<file path="src/rtl/clk_div_pkg.sv">
// Shared constants and the per-cycle action code used by the bclk and lrclk stages.
package clk_div_pkg;

  localparam int unsigned N_MIN = 32'd2;
  localparam int unsigned F_MIN = 32'd1;

  // What the period counter does at the coming clock edge.
  typedef enum logic [1:0] {
    ACT_IDLE = 2'd0,
    ACT_LOAD = 2'd1,
    ACT_RUN  = 2'd2,
    ACT_WRAP = 2'd3
  } act_e;

endpackage

</file>
<file path="src/rtl/clk_div_gen_if.sv">
// Control and clock-output bundle of the bclk/lrclk generator.
interface clk_div_gen_if #(
  parameter int DIV_W = 8,
  parameter int FRM_W = 6
);

  logic             en;
  logic             sync_restart;
  logic [DIV_W-1:0] bclk_div;
  logic [FRM_W-1:0] frame_len;
  logic             bclk;
  logic             bclk_rise;
  logic             bclk_fall;
  logic             lrclk;
  logic             frame_start;

  modport master (
    output en, sync_restart, bclk_div, frame_len,
    input  bclk, bclk_rise, bclk_fall, lrclk, frame_start
  );

  modport slave (
    input  en, sync_restart, bclk_div, frame_len,
    output bclk, bclk_rise, bclk_fall, lrclk, frame_start
  );

endinterface

</file>
<file path="src/rtl/clk_div_stage.sv">
// Bit-clock stage: period counter, active divisor register and registered bclk edge strobes.
module clk_div_stage
  import clk_div_pkg::*;
#(
  parameter int DIV_W = 8
) (
  input  logic             clk,
  input  logic             rst_n,
  input  logic             i_en,
  input  logic             i_restart,
  input  logic [DIV_W-1:0] i_div,
  output act_e             o_act,
  output logic             o_bclk,
  output logic             o_rise,
  output logic             o_fall
);

  logic             r_run;
  logic [DIV_W-1:0] r_cnt;
  logic [DIV_W-1:0] r_n;
  logic             r_bclk;
  logic             r_rise;
  logic             r_fall;

  act_e             w_act;
  logic [DIV_W-1:0] w_n_eff;
  logic [DIV_W-1:0] w_l;
  logic [DIV_W-1:0] w_cnt_nxt;

  assign w_n_eff   = (i_div < DIV_W'(N_MIN)) ? DIV_W'(N_MIN) : i_div;
  assign w_l       = r_n - (r_n >> 1);
  assign w_cnt_nxt = r_cnt + DIV_W'(1);

  // Restart outranks a wrap; an idle-to-running transition is treated as a restart.
  always_comb begin
    w_act = ACT_IDLE;
    if (!i_en) begin
      w_act = ACT_IDLE;
    end else if (i_restart || !r_run) begin
      w_act = ACT_LOAD;
    end else if (r_cnt == (r_n - DIV_W'(1))) begin
      w_act = ACT_WRAP;
    end else begin
      w_act = ACT_RUN;
    end
  end

  // Counter, active divisor and bclk/strobe registers.
  always_ff @(posedge clk or negedge rst_n) begin
    if (!rst_n) begin
      r_run  <= 1'b0;
      r_cnt  <= '0;
      r_n    <= '0;
      r_bclk <= 1'b0;
      r_rise <= 1'b0;
      r_fall <= 1'b0;
    end else begin
      case (w_act)
        ACT_IDLE: begin
          r_run  <= 1'b0;
          r_cnt  <= '0;
          r_bclk <= 1'b0;
          r_rise <= 1'b0;
          r_fall <= 1'b0;
        end
        ACT_LOAD: begin
          r_run  <= 1'b1;
          r_cnt  <= '0;
          r_n    <= w_n_eff;
          r_bclk <= 1'b0;
          r_rise <= 1'b0;
          r_fall <= r_bclk;
        end
        ACT_WRAP: begin
          r_run  <= 1'b1;
          r_cnt  <= '0;
          r_n    <= w_n_eff;
          r_bclk <= 1'b0;
          r_rise <= 1'b0;
          r_fall <= 1'b1;
        end
        ACT_RUN: begin
          r_cnt  <= w_cnt_nxt;
          r_bclk <= (w_cnt_nxt >= w_l);
          r_rise <= (w_cnt_nxt == w_l);
          r_fall <= 1'b0;
        end
        default: begin
          r_run  <= 1'b0;
          r_cnt  <= '0;
          r_bclk <= 1'b0;
          r_rise <= 1'b0;
          r_fall <= 1'b0;
        end
      endcase
    end
  end

  assign o_act  = w_act;
  assign o_bclk = r_bclk;
  assign o_rise = r_rise;
  assign o_fall = r_fall;

endmodule

</file>
<file path="src/rtl/clk_div_gen.sv">
// Bit clock and frame clock generator; lrclk toggles after every F bclk periods.
module clk_div_gen
  import clk_div_pkg::*;
#(
  parameter int DIV_W = 8,
  parameter int FRM_W = 6
) (
  input  logic         clk,
  input  logic         rst_n,
  clk_div_gen_if.slave bus
);

  act_e             w_act;
  logic             w_bclk;
  logic             w_rise;
  logic             w_fall;
  logic [FRM_W-1:0] w_f_eff;
  logic [FRM_W-1:0] w_pcnt_nxt;

  logic [FRM_W-1:0] r_f;
  logic [FRM_W-1:0] r_pcnt;
  logic             r_lrclk;
  logic             r_fs;

  clk_div_stage #(.DIV_W(DIV_W)) u_stage (
    .clk       (clk),
    .rst_n     (rst_n),
    .i_en      (bus.en),
    .i_restart (bus.sync_restart),
    .i_div     (bus.bclk_div),
    .o_act     (w_act),
    .o_bclk    (w_bclk),
    .o_rise    (w_rise),
    .o_fall    (w_fall)
  );

  assign w_f_eff    = (bus.frame_len < FRM_W'(F_MIN)) ? FRM_W'(F_MIN) : bus.frame_len;
  assign w_pcnt_nxt = r_pcnt + FRM_W'(1);

  // Frame stage: counts bclk wraps, toggling lrclk on the same edge as the bclk fall.
  always_ff @(posedge clk or negedge rst_n) begin
    if (!rst_n) begin
      r_f     <= '0;
      r_pcnt  <= '0;
      r_lrclk <= 1'b0;
      r_fs    <= 1'b0;
    end else begin
      case (w_act)
        ACT_IDLE: begin
          r_pcnt  <= '0;
          r_lrclk <= 1'b0;
          r_fs    <= 1'b0;
        end
        ACT_LOAD: begin
          r_f     <= w_f_eff;
          r_pcnt  <= '0;
          r_lrclk <= 1'b0;
          r_fs    <= r_lrclk;
        end
        ACT_WRAP: begin
          r_f <= w_f_eff;
          if (w_pcnt_nxt == r_f) begin
            r_pcnt  <= '0;
            r_lrclk <= ~r_lrclk;
            r_fs    <= r_lrclk;
          end else begin
            r_pcnt  <= w_pcnt_nxt;
            r_fs    <= 1'b0;
          end
        end
        ACT_RUN: begin
          r_fs <= 1'b0;
        end
        default: begin
          r_pcnt  <= '0;
          r_lrclk <= 1'b0;
          r_fs    <= 1'b0;
        end
      endcase
    end
  end

  assign bus.bclk        = w_bclk;
  assign bus.bclk_rise   = w_rise;
  assign bus.bclk_fall   = w_fall;
  assign bus.lrclk       = r_lrclk;
  assign bus.frame_start = r_fs;

endmodule

</file>
<file path="src/flat_wrapper.sv">
// flat-port wrapper written by rule: the top's interface ports become plain ports
module clk_div_gen_flat import clk_div_pkg::*;
#(
  parameter int DIV_W = 8,
  parameter int FRM_W = 6
)
  (clk, rst_n, bus_en, bus_sync_restart, bus_bclk_div, bus_frame_len, bus_bclk, bus_bclk_rise, bus_bclk_fall, bus_lrclk, bus_frame_start);
  clk_div_gen_if #(.DIV_W(DIV_W), .FRM_W(FRM_W)) bus_i ();
  input  logic clk;
  input  logic rst_n;
  input wire logic [$bits(bus_i.en)-1:0] bus_en;
  input wire logic [$bits(bus_i.sync_restart)-1:0] bus_sync_restart;
  input wire logic [$bits(bus_i.bclk_div)-1:0] bus_bclk_div;
  input wire logic [$bits(bus_i.frame_len)-1:0] bus_frame_len;
  output wire logic [$bits(bus_i.bclk)-1:0] bus_bclk;
  output wire logic [$bits(bus_i.bclk_rise)-1:0] bus_bclk_rise;
  output wire logic [$bits(bus_i.bclk_fall)-1:0] bus_bclk_fall;
  output wire logic [$bits(bus_i.lrclk)-1:0] bus_lrclk;
  output wire logic [$bits(bus_i.frame_start)-1:0] bus_frame_start;
  assign bus_i.en = bus_en;
  assign bus_i.sync_restart = bus_sync_restart;
  assign bus_i.bclk_div = bus_bclk_div;
  assign bus_i.frame_len = bus_frame_len;
  assign bus_bclk = bus_i.bclk;
  assign bus_bclk_rise = bus_i.bclk_rise;
  assign bus_bclk_fall = bus_i.bclk_fall;
  assign bus_lrclk = bus_i.lrclk;
  assign bus_frame_start = bus_i.frame_start;
  clk_div_gen #(.DIV_W(DIV_W), .FRM_W(FRM_W)) u_core (.clk(clk), .rst_n(rst_n), .bus(bus_i));
endmodule
</file>
<file path="config.mk">
export PLATFORM = sky130hd
export DESIGN_NAME = clk_div_gen_flat
export DESIGN_NICKNAME = d
export VERILOG_FILES = /design/src/rtl/clk_div_pkg.sv /design/src/rtl/clk_div_gen_if.sv /design/src/rtl/clk_div_stage.sv /design/src/rtl/clk_div_gen.sv /design/src/flat_wrapper.sv
export SDC_FILE = /design/constraint.sdc
export NUM_CORES = 1
export LEC_CHECK = 0
export ABC_AREA = 1
export ABC_CLOCK_PERIOD_IN_PS = 2850
export BUFFER_PORTS_ARGS = -buffer_cell sky130_fd_sc_hd__buf_2
export CAP_MARGIN = 20
export CORE_MARGIN = 1.5
export CORE_UTILIZATION = 40
export CTS_CLUSTER_SIZE = 14
export DETAILED_ROUTE_END_ITERATION = 7
export GPL_ROUTABILITY_DRIVEN = 1
export PLACE_DENSITY = 0.63
export SLEW_MARGIN = 20
export SYNTH_ARGS = -nofsm -noshare
export SYNTH_HDL_FRONTEND = slang
export SYNTH_HIERARCHICAL = 1
export SYNTH_SLANG_ARGS = --single-unit
</file>
<file path="constraint.sdc">
create_clock -name clk -period 2.85 [get_ports clk]
set_clock_uncertainty 0.2 [all_clocks]
set_input_delay 0.285 -clock clk [delete_from_list [all_inputs] [get_ports clk]]
set_output_delay 0.285 -clock clk [all_outputs]
set_load 0.03 [all_outputs]
</file>
-- Word-level counts from Yosys, hierarchy flattened
Cells that the tools add are included.
- add/subtract/negate cells: 4
- order comparisons: 3
- equality and inequality tests: 7
- muxes and demuxes: 16
- bitwise gates (word level): 1
- reductions and logical operators: 10
- operators with widths (cell ; count):
    $eq A8 B8 Y1 ; 2
    $pmux W8 S2 ; 1
    $mux W6 ; 2
    $pmux W6 S2 ; 1
    $add A8 B1 Y8 const B ; 1
    $ge A8 B8 Y1 ; 1
    $lt A8 B2 Y1 const B ; 1
    $mux W8 ; 1
    $pmux W1 S2 ; 4
    $sub A8 B1 Y8 const B ; 1
    $sub A8 B7 Y8 ; 1
    $add A6 B1 Y6 const B ; 1
    $eq A6 B6 Y1 ; 1
    $lt A6 B1 Y1 const B ; 1
    $pmux W1 S3 ; 2
    $reduce_or A2 Y1 ; 3
    $eq A2 B2 Y1 const B ; 2
    $mux W2 ; 2
    $reduce_bool A2 Y1 ; 2
    $mux W1 ; 3
    $reduce_or A3 Y1 ; 1
    $eq A2 B1 Y1 const B ; 1
    $logic_not A2 Y1 ; 1
    $ne A2 B1 Y1 const B ; 1
    4 further kinds ; 4
- flip-flop bits (word level): 34
- input port bits: 18
- output and inout bits: 5
- logic and storage cells: 51

-- Logic depth before layout (Yosys ltp)
- word-level depth: 9
- gate-level depth with buffers: 18
- depth with buffers taken out: 17

-- Modules after synthesis
The synthesis kept the hierarchy.
- modules (own cells, without submodules) (module ; instances ; cells an instance ; area each (um2) ; seq. area each (um2)):
    clk_div_stage ; 1 ; 242 ; 1715.4 ; 500.5
    clk_div_gen ; 1 ; 113 ; 843.3 ; 350.3

-- Least setup slack after synthesis
OpenSTA, ideal clock, no wires.
- path kind: register -> register
- start: register u_core.u_stage.r_n[2]
- end: register u_core.u_stage.r_bclk (netlist: u_core/u_stage/o_bclk)
- setup time: 131 ps
- arrival time: 2252 ps
- data required time: 2519 ps
- slack: 267 ps
- stages on the path, launching flop included: 14
- buffers on the path: 0
- clock period less this slack: 2583 ps
- path through: dfrtp_1 inv_1 ha_1 nor2_1 nor2_1 o21bai_1 a21oi_1 o21ai_0 xor2_1 ha_1 a21oi_1 nor2_1 nor4_1 a21oi_1
- longest elaborated chain between the ends: 8
- elaborated cells between the ends (all ways): 13
- classes of those cells: 2 x add/sub; 1 x order compare; 4 x eq/ne; 4 x mux; 2 x reduce/logical
- ends and longest elaborated chain (element ; RTL line ; RTL):
    start, declared ; clk_div_stage.sv:20 ; logic [DIV_W-1:0] r_n;
    start signal, assigned ; clk_div_stage.sv:69 ; r_n <= w_n_eff;
    start signal, assigned ; clk_div_stage.sv:77 ; r_n <= w_n_eff;
    $sub A8 B1 Y8 ; clk_div_stage.sv:41 ; end else if (r_cnt == (r_n - DIV_W'(1))) begin
    $eq A8 B8 Y1 ; clk_div_stage.sv:41 ;
    $mux W1 ; clk_div_stage.sv:41 ;
    $mux W2 ; clk_div_stage.sv:39 ; end else if (i_restart || !r_run) begin
    $mux W2 ; clk_div_stage.sv:37 ; if (!i_en) begin
    $eq A2 B1 Y1 (tied with other cells) ; clk_div_stage.sv:58 ; case (w_act)
    $reduce_or A3 Y1 (no line) ; -- ;
    $pmux W1 S2 * ; clk_div_stage.sv:58 ;
    end signal, assigned ; clk_div_stage.sv:84 ; r_bclk <= (w_cnt_nxt >= w_l);
    end, declared ; clk_div_stage.sv:21 ; logic r_bclk;
Mark *: on every way between the ends. The rest lies on a longest branch, timed or not.
A chain may end at the register's enable or synchronous reset.

-- Final worst setup path
- start: register u_core.u_stage.r_n[0]
- end: register u_core.u_stage.r_bclk (netlist: u_core/u_stage/o_bclk)
Same word-level chain as after synthesis.

==> flow_metrics.env <==
export IMPL_status="complete, no violations"
export IMPL_drt_wl_total_um=5610
export IMPL_p_leak_nw=1.57
export IMPL_clkSinkCount=34
export IMPL_cp_start_kind="flip-flop"
export IMPL_grt_overflow_total=0
export IMPL_synthCells=355
export IMPL_drv_slew=0
export IMPL_ir_drop_uv=253
export IMPL_hold_worst_slack_ns=0.0133
export IMPL_core_area_sq_mm=0.00606
export IMPL_fin_nets=434
export IMPL_layout_commonest_cell="nand2_1"
export IMPL_fin_tns_setup_ns=0
export IMPL_ys_types=31
export IMPL_crit_fanout=5
export IMPL_drive_above_1_share_pct=18.2
export IMPL_netlist_top_cells_area="dfrtp_1 33%, nand2_1 16%, ha_1 12%"
export IMPL_num_vias=2240
export IMPL_tightest_slew_ns=0.798
export IMPL_netlist_area_sq_mm=0.00256
export IMPL_async_flop_share_pct=100
export IMPL_yosysWarnings=6
export IMPL_antenna_left=0
export IMPL_end_kind="flip-flop"
export IMPL_dr_pass1_iters=4
export IMPL_synth_seq_area_share_pct=33.3
export IMPL_place_hpwl_um=4310
export IMPL_critPathKind="flip-flop to flip-flop"
export IMPL_fin_util_pct=48.2
export IMPL_synth_edf_count=0
export IMPL_hp_class="input port to flip-flop"
export IMPL_via_per_inst=4.81
export IMPL_synth_top_area_share_pct=33.3
export IMPL_max_freq_ghz=0.366
export IMPL_antenna_found_initial=0
export IMPL_row_count=28
export IMPL_grt_max_degree=35
export IMPL_die_area_sq_mm=0.00689
export IMPL_antenna_cells=0
export IMPL_cts_buffer_depth=2
export IMPL_setup_slack_ns=0.117
export IMPL_setup_violations=0
export IMPL_wl_per_cell_um=12.0
export IMPL_grt_pass1_wl_um=9180
export IMPL_synth_ff_type="dfrtp_1"
export IMPL_dr_first_iter_drc_count=91
export IMPL_cts_root_buf="clkbuf_8"
export IMPL_drc=0
export IMPL_grt_use_total_pct=16.5
export IMPL_syn_avg_cell_area_sq_um=7.21
export IMPL_initial_core_util_pct=42.2
export IMPL_max_cap_violations=0
export IMPL_min_period_over_period_pct=95.9
export IMPL_cp_required_ns=2.82
export IMPL_area_delta_synth_final_pct=14.2
export IMPL_routabilityCongestion=0.879
export IMPL_slew_headroom_pct=46.8
export IMPL_fin_area_sq_mm=0.00292
export IMPL_die_h_um=83.0
export IMPL_die_w_um=83.0
export IMPL_cts_buffers=5
export IMPL_nFillCells=587
export IMPL_period_minus_slack_ns=2.73
export IMPL_clk_latency_ns=0.29
export IMPL_cts_tree="done"
export IMPL_portBuffers=22
export IMPL_dpl_instance_area_sq_mm=0.00278
export IMPL_powerDensity_mw_per_mm2=486
export IMPL_ios=23
export IMPL_syn_nets=399
export IMPL_clkTransAtPathRegs_ns=0.08
export IMPL_pre_cts_ws_ns=0.0625
export IMPL_cp_arrival_ns=2.70
export IMPL_finalHoldViolCount=0
export IMPL_most_common_layout_cells="106 x nand2_1, 53 x inv_1, 33 x dfrtp_1, 29 x nor2_1, 25 x nand3_1"
export IMPL_grt_pass1_vias=2014
export IMPL_yosysTopAreaCell="dfrtp_1"
export IMPL_synth_seq_cells=34
export IMPL_htree_levels=2
## state kept, by name (all words and copies together) (netlist names)
| register | flops |
|---|---|
| u_core/u_stage/o_bclk | 1 |
| u_core/u_stage/o_rise | 1 |
| u_core/bus.frame_start | 1 |
| u_core/r_pcnt | 6 |
| u_core/u_stage/r_n | 8 |
| u_core/u_stage/r_run | 1 |
| u_core/u_stage/o_fall | 1 |
| u_core/r_f | 6 |
| u_core/u_stage/r_cnt | 8 |
| u_core/bus.lrclk | 1 |
## report_power, final
part	internal, mW	leakage (nW)	switching [mW]
Combinational	0.195	1.08	0.291
Clock	0.194	0.0472	0.194
Sequential	0.515	0.445	0.0331
## cell usage after synthesis (4+ instances only)
cell type,number
a21oi_1,12
dfrtp_1,34
ha_1,25
inv_1,54
inv_2,5
nand2_1,106
nand2_2,5
nand3_1,26
nand3_2,4
nand4_1,7
nor2_1,29
nor3_1,5
o21ai_0,7
o21ai_2,4
xor2_1,8
## logic make-up (layout without fill, tap and decap cells)
logic type | count (synthesis) | after routing | share of synthesized area (%)
simple gates | 194 | 194 | 34.2
fa+ha+maj | 26 | 26 | 13.0
flops | 34 | 34 | 33.3
buf+inv | 64 | 100 | 9.88
xor+xnor | 9 | 9 | 3.08
compound gates | 28 | 28 | 6.60
## repair_timing
action,CTS,global route
gates resized for setup,0,5
endpoints found under the hold margin,34,0
hold buffers,1,0
setup endpoints to repair,0,2
buffers inserted,0,3
## metal layers
metal	wire (um)	vias to the layer above	GRT usage [%]
met1	2980	1022	23.7
met2	2400	32	24.6
met5	0	-	0
li1	-	1182	-
met4	59	0	5.15
met3	173	4	3.48
## per-stage QoR
| stage | total power [mW] | std cells |
|---|---|---|
| 2_1_floorplan | 0.900 | 355 |
| 3_3_place_gp | 1.02 | 454 |
| 3_5_place_dp | 1.03 | 454 |
| 4_1_cts | 1.42 | 463 |
| 5_1_grt | 1.52 | 466 |
| 6_report | 1.42 | 466 |
## worst max-delay path, cell delays in order, from the launching register on
cell and delay, ns:
dfrtp_1 0.42, inv_2 0.11, ha_2 0.18, inv_1 0.05
fa_2 0.35, nand3_2 0.08, nand2_1 0.07, nand2_1 0.07
a21oi_1 0.06, nor2_1 0.13, xor2_1 0.18, ha_1 0.27
nand2_1 0.08, nor2_1 0.04, nor4_1 0.22, a21oi_1 0.10
## worst paths after layout
kind	cells past startpoint	slack, ns	from	to
min in group asynchronous	2	0.42	rst_n	u_core/u_stage/r_n[3]
worst min register to register	2	0.33	u_core/r_pcnt[5]	u_core/r_pcnt[5]
worst min-delay path	3	0.01	bus_frame_len[5]	u_core/r_f[5]
worst max-delay path	15	0.12	u_core/u_stage/r_n[0]	u_core/u_stage/o_bclk
max in group asynchronous	2	1.49	rst_n	u_core/u_stage/r_n[1]
worst max register to register	15	0.12	u_core/u_stage/r_n[0]	u_core/u_stage/o_bclk
## layout make-up
class / count / area [sq um] / share of cell area, %
clock inverters: 2 / 12.5 / 0.428
flip-flops and latches: 34 / 852 / 29.2
multi-input cells: 257 / 1470 / 50.1
repair buffers: 33 / 195 / 6.68
inverters: 59 / 221 / 7.58
well taps: 75 / 93.8 / 3.21
clock buffers: 6 / 82.6 / 2.83
Power figures use the tool's default switching activity.
